[config.mk]
export PLATFORM = sky130hd
export DESIGN_NAME = alu_muldiv_seq
export DESIGN_NICKNAME = d
export VERILOG_FILES = /design/src/rtl/alu_muldiv_seq_pkg.sv /design/src/rtl/alu_muldiv_seq_step.sv /design/src/rtl/alu_muldiv_seq.sv
export SDC_FILE = /design/constraint.sdc
export NUM_CORES = 1
export LEC_CHECK = 0
export ABC_AREA = 0
export CAP_MARGIN = 40
export CORE_ASPECT_RATIO = 0.5
export CORE_MARGIN = 2
export CORE_UTILIZATION = 55
export DETAILED_ROUTE_END_ITERATION = 7
export HOLD_SLACK_MARGIN = 0.06
export MAX_ROUTING_LAYER = met4
export PLACE_DENSITY = 0.78
export SLEW_MARGIN = 30
export SYNTH_ARGS = -nofsm -noshare
export SYNTH_HDL_FRONTEND = slang
export SYNTH_HIERARCHICAL = 1
export SYNTH_SLANG_ARGS = --single-unit
[constraint.sdc]
create_clock -name iClk -period 4.75 [get_ports iClk]
set_input_delay 0.95 -clock iClk [delete_from_list [all_inputs] [get_ports iClk]]
set_output_delay 0.95 -clock iClk [all_outputs]
set_load 0.05 [all_outputs]
[src/rtl/alu_muldiv_seq_pkg.sv]
// Shared definitions for the sequential RV32M multiply/divide unit.
//   - funct3 encodings of the eight M-extension operations
//   - FSM state encoding (IDLE -> CALC -> FIX -> DONE)
//   - small decode helpers on the funct3 field
package alu_muldiv_seq_pkg;

    localparam logic [2:0] OP_MUL    = 3'b000;
    localparam logic [2:0] OP_MULH   = 3'b001;
    localparam logic [2:0] OP_MULHSU = 3'b010;
    localparam logic [2:0] OP_MULHU  = 3'b011;
    localparam logic [2:0] OP_DIV    = 3'b100;
    localparam logic [2:0] OP_DIVU   = 3'b101;
    localparam logic [2:0] OP_REM    = 3'b110;
    localparam logic [2:0] OP_REMU   = 3'b111;

    typedef enum logic [1:0] {
        IDLE = 2'b00,
        CALC = 2'b01,
        FIX  = 2'b10,
        DONE = 2'b11
    } mdStateT;

    function automatic logic opIsMul(input logic [2:0] op);
        return (op == OP_MUL) || (op == OP_MULH) || (op == OP_MULHSU) || (op == OP_MULHU);
    endfunction

    function automatic logic opIsRem(input logic [2:0] op);
        return (op == OP_REM) || (op == OP_REMU);
    endfunction

    // Ops whose result is the upper half of the double-width product.
    function automatic logic opIsMulHigh(input logic [2:0] op);
        return (op == OP_MULH) || (op == OP_MULHSU) || (op == OP_MULHU);
    endfunction

    function automatic logic opSignedA(input logic [2:0] op);
        case (op)
            OP_MULHU, OP_DIVU, OP_REMU: return 1'b0;
            default:                    return 1'b1;
        endcase
    endfunction

    function automatic logic opSignedB(input logic [2:0] op);
        case (op)
            OP_MULHSU, OP_MULHU, OP_DIVU, OP_REMU: return 1'b0;
            default:                               return 1'b1;
        endcase
    endfunction

endpackage

[src/rtl/alu_muldiv_seq_step.sv]
// Datapath building blocks for alu_muldiv_seq.
//
// muldiv_cla : W-bit parallel-prefix (lookahead-carry) adder.
//   a, b [W-1:0] in, cin in, sum [W-1:0] out (carry-out is recovered by
//   widening the operands when a caller needs it).
//
// muldiv_step : one radix-2 iteration, purely combinational.
//   isDiv in          1 = restoring-divide step, 0 = shift-add multiply step
//   hi    in  [W-1:0] accumulator high half / partial remainder
//   lo    in  [W-1:0] multiplier bits / dividend-then-quotient bits
//   m     in  [W-1:0] multiplicand / divisor magnitude
//   hiNext, loNext out: register values after this iteration
module muldiv_cla #(
    parameter int W = 8
) (
    input  logic [W-1:0] a,
    input  logic [W-1:0] b,
    input  logic         cin,
    output logic [W-1:0] sum
);
    logic [W-1:0] propS;
    logic [W-1:0] grpGenS;
    logic [W-1:0] grpPropS;

    // Kogge-Stone prefix: grpGenS[i] ends up as the carry out of bit i.
    always_comb begin
        propS    = a ^ b;
        grpGenS  = a & b;
        grpPropS = propS;
        grpGenS[0] = grpGenS[0] | (grpPropS[0] & cin);
        for (int d = 1; d < W; d = d << 1) begin
            // Descending index so each stage reads the previous stage's values.
            for (int i = W - 1; i >= d; i--) begin
                grpGenS[i]  = grpGenS[i] | (grpPropS[i] & grpGenS[i-d]);
                grpPropS[i] = grpPropS[i] & grpPropS[i-d];
            end
        end
        sum = propS ^ {grpGenS[W-2:0], cin};
    end
endmodule

module muldiv_step #(
    parameter int W = 32
) (
    input  logic         isDiv,
    input  logic [W-1:0] hi,
    input  logic [W-1:0] lo,
    input  logic [W-1:0] m,
    output logic [W-1:0] hiNext,
    output logic [W-1:0] loNext
);
    logic [W:0]   shiftS;
    logic [W+1:0] addAS;
    logic [W+1:0] addBS;
    logic         cinS;
    logic [W+1:0] sumS;
    logic         borrowS;

    // Adder operand select: trial subtract (divide) or conditional add (multiply).
    // Two guard bits: the divide borrow lands in bit W+1, the multiply carry in bit W.
    always_comb begin
        shiftS = {hi, lo[W-1]};
        if (isDiv) begin
            addAS = {1'b0, shiftS};
            addBS = ~{2'b00, m};
            cinS  = 1'b1;
        end else begin
            addAS = {2'b00, hi};
            if (lo[0]) begin
                addBS = {2'b00, m};
            end else begin
                addBS = {(W+2){1'b0}};
            end
            cinS  = 1'b0;
        end
    end

    muldiv_cla #(.W(W + 2)) uAdd (
        .a   (addAS),
        .b   (addBS),
        .cin (cinS),
        .sum (sumS)
    );

    // Next-state of the shared hi/lo registers.
    always_comb begin
        borrowS = sumS[W+1];
        if (isDiv) begin
            // Remainder stays below the divisor, so W bits always hold it after restore.
            if (borrowS) begin
                hiNext = shiftS[W-1:0];
            end else begin
                hiNext = sumS[W-1:0];
            end
            loNext = {lo[W-2:0], ~borrowS};
        end else begin
            hiNext = sumS[W:1];
            loNext = {sumS[0], lo[W-1:1]};
        end
    end
endmodule

[src/rtl/alu_muldiv_seq.sv]
// Multi-cycle RV32M multiply/divide unit (radix-2: shift-add multiply,
// restoring divide, one result bit per cycle) beside the EX-stage ALU.
// Ports:
//   iClk, iRst        clock (rising) / asynchronous active-high reset
//   iValid, oReady    request handshake (oReady high only in IDLE)
//   iOp               funct3 of the M-ext op
//   iDataA, iDataB    rs1 / rs2 operands
//   iFlush            synchronous abort of any in-flight op
//   oValid, iReady    result handshake (oValid held until accepted)
//   oData             result
module alu_muldiv_seq
    import alu_muldiv_seq_pkg::*;
#(
    parameter int WIDTH = 32,
    parameter int CNT_W = 6
) (
    input  logic             iClk,
    input  logic             iRst,
    input  logic             iValid,
    output logic             oReady,
    input  logic [2:0]       iOp,
    input  logic [WIDTH-1:0] iDataA,
    input  logic [WIDTH-1:0] iDataB,
    input  logic             iFlush,
    output logic             oValid,
    input  logic             iReady,
    output logic [WIDTH-1:0] oData
);
    localparam logic [CNT_W-1:0] CNT_ONE  = {{(CNT_W-1){1'b0}}, 1'b1};
    localparam logic [CNT_W-1:0] CNT_INIT = CNT_W'(WIDTH);
    localparam logic [WIDTH-1:0] MIN_INT  = {1'b1, {(WIDTH-1){1'b0}}};

    mdStateT          stateR, nextStateS;
    logic [CNT_W-1:0] countR;
    logic [WIDTH-1:0] hiR, loR, mR;
    logic [2:0]       opR;
    logic             negResR;

    logic             loadS, signAS, signBS, negResS;
    logic             specialS;
    logic [WIDTH-1:0] specResS;
    logic [WIDTH-1:0] absAS, absBS;
    logic [WIDTH-1:0] negAInS, negAOutS, negBOutS;
    logic             negACinS;
    logic [WIDTH-1:0] fixSelS, fixResS;
    logic             fixCinS;
    logic [WIDTH-1:0] stepHiS, stepLoS;

    // Next-state logic; flush overrides everything, including a same-cycle request.
    always_comb begin
        nextStateS = stateR;
        if (iFlush) begin
            nextStateS = IDLE;
        end else begin
            case (stateR)
                IDLE: begin
                    if (iValid && oReady) begin
                        nextStateS = specialS ? DONE : CALC;
                    end else begin
                        nextStateS = IDLE;
                    end
                end
                CALC: begin
                    if (countR == CNT_ONE) begin
                        nextStateS = FIX;
                    end else begin
                        nextStateS = CALC;
                    end
                end
                FIX:     nextStateS = DONE;
                DONE: begin
                    if (iReady) begin
                        nextStateS = IDLE;
                    end else begin
                        nextStateS = DONE;
                    end
                end
                default: nextStateS = IDLE;
            endcase
        end
    end

    // Accept-time decode: operand signs, result sign, and the divide special cases.
    always_comb begin
        loadS    = iValid && oReady && !iFlush;
        signAS   = opSignedA(iOp) && iDataA[WIDTH-1];
        signBS   = opSignedB(iOp) && iDataB[WIDTH-1];
        negResS  = opIsRem(iOp) ? signAS : (signAS ^ signBS);
        specialS = 1'b0;
        specResS = {WIDTH{1'b0}};
        if (!opIsMul(iOp)) begin
            if (iDataB == {WIDTH{1'b0}}) begin
                specialS = 1'b1;
                specResS = opIsRem(iOp) ? iDataA : {WIDTH{1'b1}};
            end else if ((iOp == OP_DIV || iOp == OP_REM) && iDataA == MIN_INT
                         && iDataB == {WIDTH{1'b1}}) begin
                specialS = 1'b1;
                specResS = opIsRem(iOp) ? {WIDTH{1'b0}} : MIN_INT;
            end else begin
                specialS = 1'b0;
            end
        end else begin
            specialS = 1'b0;
        end
    end

    // Result select and sign fix-up. A negated high product half only takes
    // the +1 when the whole low half is zero (two's complement of 2*WIDTH bits).
    always_comb begin
        if (opIsMulHigh(opR) || opIsRem(opR)) begin
            fixSelS = hiR;
        end else begin
            fixSelS = loR;
        end
        if (opIsMulHigh(opR)) begin
            fixCinS = (loR == {WIDTH{1'b0}});
        end else begin
            fixCinS = 1'b1;
        end
        fixResS = negResR ? negAOutS : fixSelS;
    end

    // Negator A is shared: operand A magnitude in IDLE, result negation in FIX.
    always_comb begin
        if (stateR == FIX) begin
            negAInS  = ~fixSelS;
            negACinS = fixCinS;
        end else begin
            negAInS  = ~iDataA;
            negACinS = 1'b1;
        end
        absAS = signAS ? negAOutS : iDataA;
        absBS = signBS ? negBOutS : iDataB;
    end

    muldiv_cla #(.W(WIDTH)) uNegA (
        .a   (negAInS),
        .b   ({WIDTH{1'b0}}),
        .cin (negACinS),
        .sum (negAOutS)
    );

    muldiv_cla #(.W(WIDTH)) uNegB (
        .a   (~iDataB),
        .b   ({WIDTH{1'b0}}),
        .cin (1'b1),
        .sum (negBOutS)
    );

    muldiv_step #(.W(WIDTH)) uStep (
        .isDiv  (!opIsMul(opR)),
        .hi     (hiR),
        .lo     (loR),
        .m      (mR),
        .hiNext (stepHiS),
        .loNext (stepLoS)
    );

    // State, datapath and registered handshake outputs.
    always_ff @(posedge iClk or posedge iRst) begin
        if (iRst) begin
            stateR  <= IDLE;
            countR  <= {CNT_W{1'b0}};
            hiR     <= {WIDTH{1'b0}};
            loR     <= {WIDTH{1'b0}};
            mR      <= {WIDTH{1'b0}};
            opR     <= 3'b000;
            negResR <= 1'b0;
            oReady  <= 1'b1;
            oValid  <= 1'b0;
            oData   <= {WIDTH{1'b0}};
        end else begin
            stateR <= nextStateS;
            oReady <= (nextStateS == IDLE);
            oValid <= (nextStateS == DONE);
            case (stateR)
                IDLE: begin
                    if (loadS) begin
                        opR     <= iOp;
                        negResR <= negResS;
                        countR  <= CNT_INIT;
                        hiR     <= {WIDTH{1'b0}};
                        loR     <= absAS;
                        mR      <= absBS;
                        if (specialS) begin
                            oData <= specResS;
                        end
                    end
                end
                CALC: begin
                    hiR    <= stepHiS;
                    loR    <= stepLoS;
                    countR <= countR - CNT_ONE;
                end
                FIX:     oData <= fixResS;
                DONE:    begin end
                default: begin end
            endcase
        end
    end

endmodule

Word-level counts from Yosys, hierarchy flattened

Cells that the tools add are included.

Register bits: 142
Output and inout port bits: 34
Word-level logic and storage cells: 739

Add/subtract/negate cells: 1
Equal/unequal tests: 21
Multiplexer cells: 40
Bitwise logic cells: 635
Reduce and logical (&&, ||, !) cells: 32

Operator list:

| kind                   | number |
|---|---|
| $mux W32               | 18 |
| $and A1 B1 Y1          | 488 |
| $pmux W32 S2           | 3 |
| $or A1 B1 Y1           | 136 |
| $not A32 Y32           | 3 |
| $eq A32 B32 Y1 const B | 2 |
| $logic_not A32 Y1      | 2 |
| $xor A32 B32 Y32       | 2 |
| $mux W34               | 1 |
| $not A32 Y34           | 1 |
| $xor A33 B34 Y34       | 1 |
| $xor A34 B34 Y34       | 1 |
| $and A33 B33 Y33       | 1 |
| $mux W33               | 1 |
| $eq A3 B3 Y1 const B   | 6 |
| $eq A3 B2 Y1 const B   | 4 |
| $logic_or A1 B1 Y1     | 12 |
| $pmux W6 S2            | 1 |
| $mux W2                | 5 |
| $mux W1                | 9 |
| $pmux W2 S4            | 1 |
| $eq A2 B2 Y1 const B   | 3 |
| $eq A3 B1 Y1 const B   | 2 |
| $eq A6 B1 Y1 const B   | 1 |
| 15 further kinds       | 25 |

Depth between registers and ports, before layout

Gate-level depths: netlist (run 1).

Depth after elaboration: 22
Mapped depth: 20

Modules after synthesis

The synthesis (run 1) kept the hierarchy.

Modules (own cells, without submodules):

| module                   | times used | cells an instance | area an instance (sq um) |
|---|---|---|---|
| alu_muldiv_seq           | 1          | 985               | 8289.2 |
| muldiv_cla at uStep.uAdd | 1          | 272               | 1973.1 |
| muldiv_step              | 1          | 222               | 1916.8 |
| muldiv_cla at uNegB      | 1          | 214               | 1657.8 |
| muldiv_cla at uNegA      | 1          | 222               | 1634.1 |

Worst setup path after synthesis (run 1)

No wires, ideal clock.

Path kind: register to register
Start point: register stateR[1]
End point: register loR[28]
Data arrival time: 4.001 ns
Data required time: 4.673 ns
Slack: 0.672 ns
Stages on the path, launching flop included: 19
Cell sequence: dfrtp_1 clkbuf_1 nor2b_1 clkbuf_1 clkbuf_1 mux2i_1 fa_1 fa_1 a211oi_1 nor2_1 o211ai_1 a2111oi_2 o21ai_0 nor2_1 a211oi_1 nand3_1 a21oi_1 a21oi_1 o21ai_1

Word-level cells in the longest chain between the ends: 11
Elaborated cells on any way between the ends: 40
Classes of those cells: eq/ne: 3; mux: 5; bitwise: 29; reduce/logical: 3

RTL lines:

| element                    | RTL line                  | text |
|---|---|---|
| start, declared            | alu_muldiv_seq.sv:33      | `mdStateT stateR, nextStateS;` |
| start signal, assigned     | alu_muldiv_seq.sv:173     | `stateR <= nextStateS;` |
| $eq A2 B2 Y1               | alu_muldiv_seq.sv:125     | `if (stateR == FIX) begin` |
| $mux W32                   | alu_muldiv_seq.sv:125     |  |
| via negAInS[0]             | alu_muldiv_seq.sv:43      | `logic [WIDTH-1:0] negAInS, negAOutS, negBOutS;` |
| $and A1 B1 Y1              | alu_muldiv_seq_step.sv:30 | `grpGenS[0] = grpGenS[0] \| (grpPropS[0] & cin);` |
| $and A1 B1 Y1 (4 in a row) | alu_muldiv_seq_step.sv:34 | `grpGenS[i] = grpGenS[i] \| (grpPropS[i] & grpGenS[i-d]);` |
| $xor A32 B32 Y32           | alu_muldiv_seq_step.sv:38 | `sum = propS ^ {grpGenS[W-2:0], cin};` |
| via negAOutS[28]           | alu_muldiv_seq.sv:43      |  |
| $mux W32                   | alu_muldiv_seq.sv:132     | `absAS = signAS ? negAOutS : iDataA;` |
| $mux W32                   | alu_muldiv_seq.sv:178     | `if (loadS) begin` |
| $pmux W32 S2               | alu_muldiv_seq.sv:176     | `case (stateR)` |
| end signal, assigned       | alu_muldiv_seq.sv:165     | `loR <= {WIDTH{1'b0}};` |
| end signal, assigned       | alu_muldiv_seq.sv:183     | `loR <= absAS;` |
| end signal, assigned       | alu_muldiv_seq.sv:192     | `loR <= stepLoS;` |
| end, declared              | alu_muldiv_seq.sv:35      | `logic [WIDTH-1:0] hiR, loR, mR;` |

The timed path passes the listed nets, and every way through them passes these cells. The select of a mux whose other input is x is not followed.
A chain may end at the register's enable or synchronous reset.

Worst setup path in the final report (run 1)

Start point: register opR[2]
End point: register hiR[12]

Elaborated cells on any way between the ends: 150
Classes of those cells: eq/ne: 3; mux: 6; bitwise: 137; reduce/logical: 4

RTL lines:

| element                                                 | RTL line                  | text |
|---|---|---|
| start, declared                                         | alu_muldiv_seq.sv:36      | `logic [2:0] opR;` |
| start signal, assigned                                  | alu_muldiv_seq.sv:179     | `opR <= iOp;` |
| $eq A3 B1 Y1 / $logic_not A3 Y1 (equally long branches) | alu_muldiv_seq_pkg.sv:24  | `return (op == OP_MUL) \|\| (op == OP_MULH) \|\| (op == OP_MULHSU) \|\| (op == OP_MULHU);` |
| $logic_or A1 B1 Y1 (2 in a row)                         | alu_muldiv_seq_pkg.sv:24  |  |
| $logic_or A1 B1 Y1 (*)                                  | alu_muldiv_seq_pkg.sv:24  |  |
| $mux W33 (*)                                            | alu_muldiv_seq_step.sv:63 | `if (isDiv) begin` |
| via uStep.addAS[0]                                      | alu_muldiv_seq_step.sv:53 | `logic [W+1:0] addAS;` |
| $xor A33 B34 Y34                                        | alu_muldiv_seq_step.sv:27 | `propS = a ^ b;` |
| $and A1 B1 Y1                                           | alu_muldiv_seq_step.sv:30 |  |
| $or A1 B1 Y1 (*)                                        | alu_muldiv_seq_step.sv:30 |  |
| $and A1 B1 Y1 (*)                                       | alu_muldiv_seq_step.sv:34 |  |
| $or A1 B1 Y1 (*)                                        | alu_muldiv_seq_step.sv:34 |  |
| $xor A34 B34 Y34 (*)                                    | alu_muldiv_seq_step.sv:38 |  |
| via uStep.sumS[33]                                      | alu_muldiv_seq_step.sv:56 | `logic [W+1:0] sumS;` |
| $mux W32 (*)                                            | alu_muldiv_seq_step.sv:90 | `if (borrowS) begin` |
| $mux W32 (*)                                            | alu_muldiv_seq_step.sv:88 | `if (isDiv) begin` |
| via stepHiS[12]                                         | alu_muldiv_seq.sv:47      | `logic [WIDTH-1:0] stepHiS, stepLoS;` |
| $pmux W32 S2 (*)                                        | alu_muldiv_seq.sv:176     |  |
| end signal, assigned                                    | alu_muldiv_seq.sv:164     | `hiR <= {WIDTH{1'b0}};` |
| end signal, assigned                                    | alu_muldiv_seq.sv:182     | `hiR <= {WIDTH{1'b0}};` |
| end signal, assigned                                    | alu_muldiv_seq.sv:191     | `hiR <= stepHiS;` |
| end, declared                                           | alu_muldiv_seq.sv:35      |  |

Mark *: on every way through the listed nets, which the timed path passes. The rest lies on a longest branch.

==> results of run 1 <==
worst max path at each step:
stage | end | slack [ps]
after detailed placement | loR[28]$_DFFE_PP0P_ | 170
after global placement | loR[28]$_DFFE_PP0P_ | 240
after CTS | hiR[12]$_DFFE_PP0P_ | 440
final | hiR[12]$_DFFE_PP0P_ | 390
after floorplan | loR[28]$_DFFE_PP0P_ | 670
after global routing | loR[28]$_DFFE_PP0P_ | 220
cell families (layout without fill, tap and decap cells):
| kind of cell | Yosys count | count (layout) |
|---|---|---|
| AOI/OAI and AO/OA | 601 | 601 |
| buffers and inverters | 179 | 228 |
| and+or+nand+nor | 549 | 549 |
| adders and majority gates | 100 | 100 |
| xor gates and xnor gates | 85 | 85 |
| muxes | 256 | 256 |
| other | 3 | 68 |
| DFF | 142 | 142 |
routing by layer:
layer	wire length [um]	global-route usage	vias up
met4	1110	0.0864	0
met1	21600	0.477	7149
met2	20400	0.489	637
met3	3940	0.0502	71
li1	-	-	7141
met5	0	-	-
area by class of cell:
class | instances | share of cell area
Timing Repair Buffer | 138 | 0.0777
Clock buffer | 18 | 0.0249
Inverter | 58 | 0.0126
Sequential cell | 142 | 0.202
Clock inverter | 14 | 0.00809
Tap cell | 382 | 0.0271
Multi-Input combinational cell | 1659 | 0.648
metrics by stage:
| stage | utilization | cell area, um2 |
|---|---|---|
| 2_1_floorplan | - | 15700 |
| 3_3_place_gp | 0.615 | 17000 |
| 3_5_place_dp | 0.616 | 17000 |
| 4_1_cts | 0.637 | 17600 |
| 5_1_grt | 0.638 | 17600 |
| 6_report | 0.638 | 17600 |
power breakdown:
part | internal, mW | switching [mW]
registers | 1.63 | 0.621
clock network | 0.787 | 0.577
logic | 2.54 | 3.41
state kept, by name (all words and copies together), names as in the netlist:
| name | count |
|---|---|
| hiR | 32 |
| loR | 32 |
| mR | 32 |
| oData | 32 |
| countR | 6 |
| opR | 3 |
| stateR | 2 |
| negResR | 1 |
| oReady | 1 |
| oValid | 1 |
cells in the mapped netlist (22+ instances only):
| cell | count | area [um2] |
|---|---|---|
| mux2_2 | 91 | 1020 |
| nor4_1 | 26 | 163 |
| nor2b_1 | 38 | 238 |
| a21oi_1 | 250 | 1250 |
| a31oi_1 | 46 | 288 |
| nand2_1 | 207 | 777 |
| ha_1 | 94 | 1180 |
| mux2i_1 | 133 | 1330 |
| xor2_1 | 33 | 289 |
| clkbuf_1 | 82 | 308 |
| a21o_1 | 45 | 338 |
| o21ai_1 | 105 | 526 |
| mux2_1 | 22 | 248 |
| inv_1 | 57 | 214 |
| xnor2_1 | 52 | 455 |
| nand3_1 | 54 | 270 |
| dfrtp_1 | 141 | 3530 |
| o21ai_0 | 41 | 205 |
| nor2_1 | 121 | 454 |
worst reg2reg max path: cells and delay by family, from the launching register on:
family / cells / cell delay [ps]
compound gates: 6 / 1210
mux: 2 / 680
buf+inv: 2 / 610
flops: 1 / 540
simple gates: 3 / 530
fa+ha+maj: 1 / 480
xor+xnor: 1 / 180
==> flow_metrics.env, run 1 <==
export IMPL_status="completed"
export IMPL_path_buf_inv=2
export IMPL_power_total_mw=9.57
export IMPL_layout_commonest_cell="a21oi_1"
export IMPL_drt_initial_drc_count=1660
export IMPL_cp_required_ps=5050
export IMPL_place_ws_ps=167
export IMPL_dr_pass1_iters=6
export IMPL_antenna_found_initial=0
export IMPL_hold_path_class="reg -> reg"
export IMPL_drv_cap=0
export IMPL_die_area_mm2=0.0296
export IMPL_rsz0062_at_grt="false"
export IMPL_remaining_drc_errors=0
export IMPL_startpoint="opR[2]$_DFFE_PP0P_"
export IMPL_seq_area_frac_synth=0.230
export IMPL_die_h_um=123
export IMPL_critPathArrivalTime_ps=4660
export IMPL_clock_root_buffer="clkbuf_16"
export IMPL_cpMostUsedCell="a21oi_1"
export IMPL_cts_resized=0
export IMPL_worst_r2r_cell_count=15
export IMPL_muxShareOfSynthArea=0.178
export IMPL_synthSimpleGateAreaFrac=0.168
export IMPL_synth_area_mm2=0.0155
export IMPL_hold_viol=0
export IMPL_grt_pass1_wl_um=74900
export IMPL_max_clock_freq_ghz=0.230
export IMPL_synth_xor_area_frac=0.0481
export IMPL_cp_cell_sequence="buf_4 > mux2_2 > fa_1 > a21oi_1 > nor2_1 > o31ai_2 > a2111oi_2 > or2_4 > a31oi_1 > xnor2_2 > buf_12 > mux2i_1 > a21oi_1 > nand2_1 > o21ai_1"
export IMPL_p_per_area_mw_per_mm2=542
export IMPL_holdWs_ps=491
export IMPL_holdPathStages=1
export IMPL_tns_ps=0
export IMPL_core_mm2=0.0277
export IMPL_slowest_stage="dfrtp_4"
export IMPL_regArea_mm2=0.00356
export IMPL_p_leak_nw=7.79
export IMPL_yosys_warnings=6
export IMPL_grt_max_degree=69
export IMPL_worst_slew_pin_slew_ps=720
export IMPL_cp_start_kind="register"
export IMPL_routed_wl_um=47100
export IMPL_path_max_fanout=33
export IMPL_gp_congestion=0.971
export IMPL_start_util=0.559
export IMPL_grt_overflow_total=0
export IMPL_ant_nets=0
export IMPL_ir_drop_uv=286
export IMPL_postCtsSetupBuffers=0
export IMPL_skew_ps=9.00
export IMPL_row_count=43
export IMPL_cts_sinks=142
export IMPL_io_pin_count=106
export IMPL_cts_buffer_depth=2
export IMPL_synthArstFlopShare=1.00
export IMPL_maxSlewViolCount=0
export IMPL_io_buffers=105
export IMPL_clock_latency_ps=430
export IMPL_synth_seq_cells=142
export IMPL_synthCells=1915
export IMPL_via_count=14998
export IMPL_crit_cells=15
export IMPL_die_w_um=241
export IMPL_clkSlewWorstSetupHoldPaths_ps=60
export IMPL_first_global_vias=13636
export IMPL_cts_tree="done"
export IMPL_final_period_utilization=0.917
export IMPL_synthAdderAreaFrac=0.0838
export IMPL_hp_start="countR[5]$_DFFE_PP0P_"
export IMPL_critPathTopFamily="compound AO/OA/AOI/OAI gates"
export IMPL_layout_drive_gt1_share=0.111
export IMPL_multiInputGateArea_mm2=0.0114
export IMPL_vias_per_cell=6.22
export IMPL_synth_edf_count=0
export IMPL_synth_compound_area_share=0.241
export IMPL_dp_hpwl_um=34700
export IMPL_stdcell_count=2411
export IMPL_setup_viol=0
export IMPL_place_inst=2378
export IMPL_synth_top_family_by_area="compound AO/OA/AOI/OAI gates"
export IMPL_n_fill_cell=2403
export IMPL_syn2layout_area_growth_pct=14.0
export IMPL_mostFrequentLayoutCells="249 x a21oi_1, 206 x nand2_1, 139 x dfrtp_1"
export IMPL_synth_cell_types=98
export IMPL_timing_final_crit_period_ps=4360
export IMPL_nets=2188
export IMPL_slew_headroom=0.516
export IMPL_wire_per_inst_um=19.5
export IMPL_cts_made_buffers=17
export IMPL_max_stage_delay_ps=540
export IMPL_gr_usage_all_layers=0.332
export IMPL_end_kind="register"
export IMPL_htree_levels=4
export IMPL_worstSetupPathType="reg -> reg"
export IMPL_antenna_cells=0
export IMPL_syn_area_per_cell_um2=8.08
export IMPL_r2r_start="opR[2]$_DFFE_PP0P_"
export IMPL_r2r_end="hiR[12]$_DFFE_PP0P_"
export IMPL_holdBufCountCts=0
export IMPL_fin_ws_ps=394
export IMPL_min_to="countR[5]$_DFFE_PP0P_"
export IMPL_synth_ff_type="dfrtp_1"
export IMPL_r2r_setup_slack_ps=390
Power figures use the tool's default switching activity.
==> run 2, diff against run 1 <==
--- a/config.mk
+++ b/config.mk
@@ -14,6 +14,7 @@
 export HOLD_SLACK_MARGIN = 0.06
 export MAX_ROUTING_LAYER = met4
 export PLACE_DENSITY = 0.78
+export SETUP_SLACK_MARGIN = 0.3
 export SLEW_MARGIN = 30
 export SYNTH_ARGS = -nofsm -noshare
 export SYNTH_HDL_FRONTEND = slang
==> run 2 against run 1 <==
- sequential share of layout area barely moved
- die area is the same
- clock-buffer cell count is the same
- hold slack got worse by 1.2 ps
- critical path depth unchanged
- critical path type unchanged
- largest power group unchanged
==> flow_metrics.env, run 2 (same netlist as run 1, synthesis figures left out) <==
export IMPL_p_per_area_mw_per_mm2=543
export IMPL_max_clock_freq_ghz=0.231
export IMPL_layout_commonest_cell="a21oi_1"
export IMPL_first_global_vias=13636
export IMPL_wire_per_inst_um=19.6
export IMPL_cp_cell_sequence="buf_6 > mux2_2 > fa_1 > a21oi_1 > nor2_1 > o31ai_2 > a2111oi_2 > or2_4 > a31oi_1 > xnor2_2 > buf_12 > mux2i_1 > a21oi_1 > nand2_1 > o21ai_1"
export IMPL_mostFrequentLayoutCells="249 x a21oi_1, 206 x nand2_1, 139 x dfrtp_1"
export IMPL_path_max_fanout=33
export IMPL_drt_initial_drc_count=1700
export IMPL_critPathTopFamily="compound AO/OA/AOI/OAI gates"
export IMPL_drv_cap=0
export IMPL_die_area_mm2=0.0296
export IMPL_cpMostUsedCell="a21oi_1"
export IMPL_final_period_utilization=0.912
export IMPL_syn2layout_area_growth_pct=14.1
export IMPL_clock_latency_ps=430
export IMPL_ant_nets=0
export IMPL_ir_drop_uv=285
export IMPL_maxSlewViolCount=0
export IMPL_clkSlewWorstSetupHoldPaths_ps=60
export IMPL_setup_viol=0
export IMPL_gp_congestion=0.971
export IMPL_status="completed"
export IMPL_slowest_stage="dfrtp_4"
export IMPL_cts_sinks=142
export IMPL_cp_start_kind="register"
export IMPL_io_buffers=105
export IMPL_p_leak_nw=7.80
export IMPL_startpoint="opR[2]$_DFFE_PP0P_"
export IMPL_worst_slew_pin_slew_ps=699
export IMPL_dr_pass1_iters=5
export IMPL_skew_ps=10.8
export IMPL_antenna_cells=0
export IMPL_power_total_mw=9.59
export IMPL_die_w_um=241
export IMPL_rsz0062_at_grt="true"
export IMPL_grt_max_degree=69
export IMPL_htree_levels=4
export IMPL_hold_viol=0
export IMPL_core_mm2=0.0277
export IMPL_row_count=43
export IMPL_routed_wl_um=47300
export IMPL_io_pin_count=106
export IMPL_dp_hpwl_um=34700
export IMPL_holdBufCountCts=0
export IMPL_via_count=15063
export IMPL_tns_ps=0
export IMPL_design_area_mm2=0.0177
export IMPL_end_kind="register"
export IMPL_clock_root_buffer="clkbuf_16"
export IMPL_layout_drive_gt1_share=0.111
export IMPL_vias_per_cell=6.25
export IMPL_die_h_um=123
export IMPL_nets=2189
export IMPL_path_buf_inv=2
export IMPL_grt_pass1_wl_um=74900
export IMPL_stdcell_count=2412
export IMPL_max_stage_delay_ps=570
export IMPL_placed_area_mm2=0.0170
export IMPL_start_util=0.559
export IMPL_gr_usage_all_layers=0.332
export IMPL_cts_tree="done"
export IMPL_r2r_start="opR[2]$_DFFE_PP0P_"
export IMPL_hold_path_class="reg -> reg"
export IMPL_slew_headroom=0.530
export IMPL_place_inst=2378
export IMPL_cts_made_buffers=17
export IMPL_worstSetupPathType="reg -> reg"
export IMPL_critPathArrivalTime_ps=4630
export IMPL_cts_buffer_depth=2
export IMPL_grt_overflow_total=0
export IMPL_timing_final_crit_period_ps=4330
export IMPL_cp_required_ps=5050
export IMPL_remaining_drc_errors=0
export IMPL_antenna_found_initial=0
export IMPL_hp_start="countR[5]$_DFFE_PP0P_"
-- run 2: changes by cell type in the layout (fill, tap and decap cells not counted) --
cell     previous run  this run
buf_4              26        25
buf_6               0         1
nor2b_2             0         1
o21ai_0            41        40
o21ai_1           104       105
-- run 2: area by class of cell --
cell class	count	area, um2
repair buffers	138	1380
inverters	58	221
clock inverters	14	143
flip-flops and latches	142	3560
clock buffers	18	439
fillers	2402	10000
well taps	382	478
multi-input cells	1660	11400
-- run 2: final timing paths --
path,end,slack (ps),cells after the start
worst max-delay path,hiR[12]$_DFFE_PP0P_,420,15
worst min-delay path,countR[5]$_DFFE_PP0P_,490,1
worst max register to register,hiR[12]$_DFFE_PP0P_,420,15
worst min register to register,countR[5]$_DFFE_PP0P_,490,1
max in group asynchronous,oReady$_DFF_PP1_,3120,4
min in group asynchronous,oData[22]$_DFFE_PP0P_,770,2
-- run 2: through the flow --
| step | utilization | hold slack [ps] | setup slack (ps) |
|---|---|---|---|
| after global placement | 0.615 | 470 | 242 |
| final | 0.638 | 490 | 418 |
| after CTS | 0.637 | 491 | 440 |
| after detailed placement | 0.616 | 476 | 167 |
| after floorplan | - | 446 | 672 |
| after global routing | 0.638 | 524 | 287 |
-- run 2: power breakdown --
| part | internal [mW] | switching [mW] |
|---|---|---|
| Combinational | 2.55 | 3.42 |
| Clock | 0.787 | 0.575 |
| Sequential | 1.63 | 0.628 |
| Total | 4.96 | 4.63 |
-- run 2: routing by layer --
metal  GRT usage  share of wire  vias to the layer above
met3      0.0502          0.087                       81
met1       0.477           0.46                     7119
met4      0.0864          0.024                        0
met5           -              0                        -
met2       0.489           0.43                      724
li1            -              -                     7139
-- run 2: what timing repair did --
action | 4_1_cts | 5_1_grt
gates resized for setup | 0 | 2
setup buffers | 0 | 0
setup endpoints to repair | 0 | 28
==> run 3, diff against run 2 <==
--- a/config.mk
+++ b/config.mk
@@ -7,15 +7,17 @@
 export LEC_CHECK = 0
 export ABC_AREA = 0
 export CAP_MARGIN = 40
+export CELL_PAD_IN_SITES_DETAIL_PLACEMENT = 2
+export CELL_PAD_IN_SITES_GLOBAL_PLACEMENT = 2
 export CORE_ASPECT_RATIO = 0.5
 export CORE_MARGIN = 2
-export CORE_UTILIZATION = 55
+export CORE_UTILIZATION = 33
 export DETAILED_ROUTE_END_ITERATION = 7
 export HOLD_SLACK_MARGIN = 0.06
 export MAX_ROUTING_LAYER = met4
-export PLACE_DENSITY = 0.78
+export PLACE_DENSITY_LB_ADDON = 0.1
 export SETUP_SLACK_MARGIN = 0.3
-export SLEW_MARGIN = 30
+export SLEW_MARGIN = 40
 export SYNTH_ARGS = -nofsm -noshare
 export SYNTH_HDL_FRONTEND = slang
 export SYNTH_HIERARCHICAL = 1
==> run 3 against run 2 <==
- cell count grew 11%
- clock skew grew 4.2 ps
- routed wire length grew 32%
- setup slack gained 24 ps
- die area grew 65%
- critical path type unchanged
- critical endpoint is now hiR[24]$_DFFE_PP0P_
==> flow_metrics.env, run 3 (same netlist as run 1, synthesis figures left out) <==
export IMPL_hp_start="countR[5]$_DFFE_PP0P_"
export IMPL_cp_cell_sequence="buf_4 > nor2b_4 > mux2_2 > ha_1 > a21o_1 > a31o_1 > o31ai_4 > a2111oi_4 > or2_4 > a31oi_1 > xnor2_2 > buf_6 > mux2i_1 > a21oi_1 > nand2_1 > o21ai_1"
export IMPL_critPathArrivalTime_ps=4640
export IMPL_setup_viol=0
export IMPL_r2r_start="opR[2]$_DFFE_PP0P_"
export IMPL_placed_area_mm2=0.0174
export IMPL_tns_ps=0
export IMPL_core_mm2=0.0466
export IMPL_routed_wl_um=62300
export IMPL_status="completed"
export IMPL_maxSlewViolCount=0
export IMPL_nets=2200
export IMPL_clock_root_buffer="clkbuf_16"
export IMPL_place_inst=2640
export IMPL_ir_drop_uv=307
export IMPL_clock_latency_ps=460
export IMPL_worst_r2r_cell_count=16
export IMPL_gp_congestion=0.879
export IMPL_cts_buffer_depth=2
export IMPL_cp_start_kind="register"
export IMPL_skew_ps=15.1
export IMPL_drt_initial_drc_count=763
export IMPL_p_per_area_mw_per_mm2=562
export IMPL_io_pin_count=106
export IMPL_layout_drive_gt1_share=0.120
export IMPL_timing_final_crit_period_ps=4310
export IMPL_design_area_mm2=0.0182
export IMPL_min_to="countR[5]$_DFFE_PP0P_"
export IMPL_gr_usage_all_layers=0.265
export IMPL_p_leak_nw=7.87
export IMPL_die_w_um=310
export IMPL_cts_sinks=142
export IMPL_syn2layout_area_growth_pct=17.5
export IMPL_slew_headroom=0.481
export IMPL_grt_pass1_wl_um=96500
export IMPL_hold_viol=0
export IMPL_layout_commonest_cell="a21oi_1"
export IMPL_die_area_mm2=0.0487
export IMPL_r2r_setup_slack_ps=440
export IMPL_first_global_vias=15856
export IMPL_rsz0062_at_grt="true"
export IMPL_start_util=0.332
export IMPL_power_total_mw=10.2
export IMPL_htree_levels=4
export IMPL_antenna_found_initial=2
export IMPL_mostFrequentLayoutCells="249 x a21oi_1, 205 x nand2_1, 138 x dfrtp_1"
export IMPL_n_fill_cell=5330
export IMPL_stdcell_count=2680
export IMPL_row_count=56
export IMPL_startpoint="opR[2]$_DFFE_PP0P_"
export IMPL_cts_made_buffers=17
export IMPL_slowest_stage="dfrtp_4"
export IMPL_wire_per_inst_um=23.2
export IMPL_clkSlewWorstSetupHoldPaths_ps=70
export IMPL_max_stage_delay_ps=550
export IMPL_cts_tree="done"
export IMPL_worstSetupPathType="reg -> reg"
export IMPL_utilization=0.390
export IMPL_remaining_drc_errors=0
export IMPL_drv_cap=0
export IMPL_dp_hpwl_um=46700
export IMPL_grt_overflow_total=0
export IMPL_final_period_utilization=0.907
export IMPL_io_buffers=105
export IMPL_die_h_um=157
export IMPL_hold_path_class="reg -> reg"
export IMPL_grt_max_degree=101
export IMPL_dr_pass1_iters=5
export IMPL_end_kind="register"
export IMPL_max_clock_freq_ghz=0.232
export IMPL_path_max_fanout=16
export IMPL_via_count=15082
export IMPL_cp_required_ps=5080
export IMPL_vias_per_cell=5.63
export IMPL_ant_nets=0
export IMPL_worst_slew_pin_slew_ps=771
export IMPL_holdPathStages=1
export IMPL_r2r_end="hiR[24]$_DFFE_PP0P_"
-- run 3: cell count changes in the layout (fill, tap and decap cells not counted), sizes merged --
cell           change
clkinv             -4
clkbuf             +4
bufinv             +1
clkinvlp           +1
diode              +1
buf               +10
clkdlybuf4s50      -1
-- run 3: cell type report --
| cell class | instances | area (um2) | area share |
|---|---|---|---|
| multi-input cells | 1660 | 11500 | 0.632 |
| diodes | 1 | 2.50 | 0.000138 |
| inverters | 58 | 221 | 0.0122 |
| repair buffers | 149 | 1490 | 0.0819 |
| clock buffers | 20 | 457 | 0.0251 |
| clock inverters | 12 | 160 | 0.00881 |
| flip-flops and latches | 142 | 3560 | 0.196 |
| well taps | 638 | 798 | 0.0439 |
-- run 3: how the worst max path moves through the flow --
stage,slack (ps),endpoint,cells after the start
6_report,440,hiR[24]$_DFFE_PP0P_,16
5_1_grt,220,loR[22]$_DFFE_PP0P_,19
4_1_cts,360,loR[30]$_DFFE_PP0P_,19
3_5_place_dp,200,loR[30]$_DFFE_PP0P_,17
3_3_place_gp,240,loR[30]$_DFFE_PP0P_,17
2_1_floorplan,670,loR[28]$_DFFE_PP0P_,18
-- run 3: per-stage QoR --
stage,setup slack (ps),hold WS (ps)
global route,218,528
floorplan,672,446
detailed placement,199,486
global placement,239,465
CTS,363,496
finish,441,489
-- run 3: report_power, final --
part	internal [mW]	switching (mW)	total [mW]
sequential	1.62	0.666	2.29
combinational	2.61	3.82	6.44
clock	0.858	0.627	1.49
total	5.09	5.12	10.2
-- run 3: routing by layer --
metal  vias to the layer above  GRT usage  wire length (um)
met5                         -          -                 0
met4                         0     0.0465               730
met3                        45     0.0229              1390
met2                       201      0.411             27800
met1                      7694      0.378             32400
li1                       7142          -                 -
-- run 3: critical path: cells and delay by family (launching register included) --
kind / cells / cell delay (ps)
AND/OR/NAND/NOR: 3 / 660
multiplexers: 2 / 560
flip-flops: 1 / 550
XOR/XNOR: 1 / 210
AO/OA/AOI/OAI: 7 / 1370
buffers and inverters: 2 / 520
adder cells (fa/ha/maj): 1 / 300
-- run 3: repair_timing --
action / CTS / global route
resized for setup: 0 / 11
hold buffers: 0 / 0
setup endpoints to repair: 1 / 48
buffers inserted: 1 / 3
cloned: 0 / 3
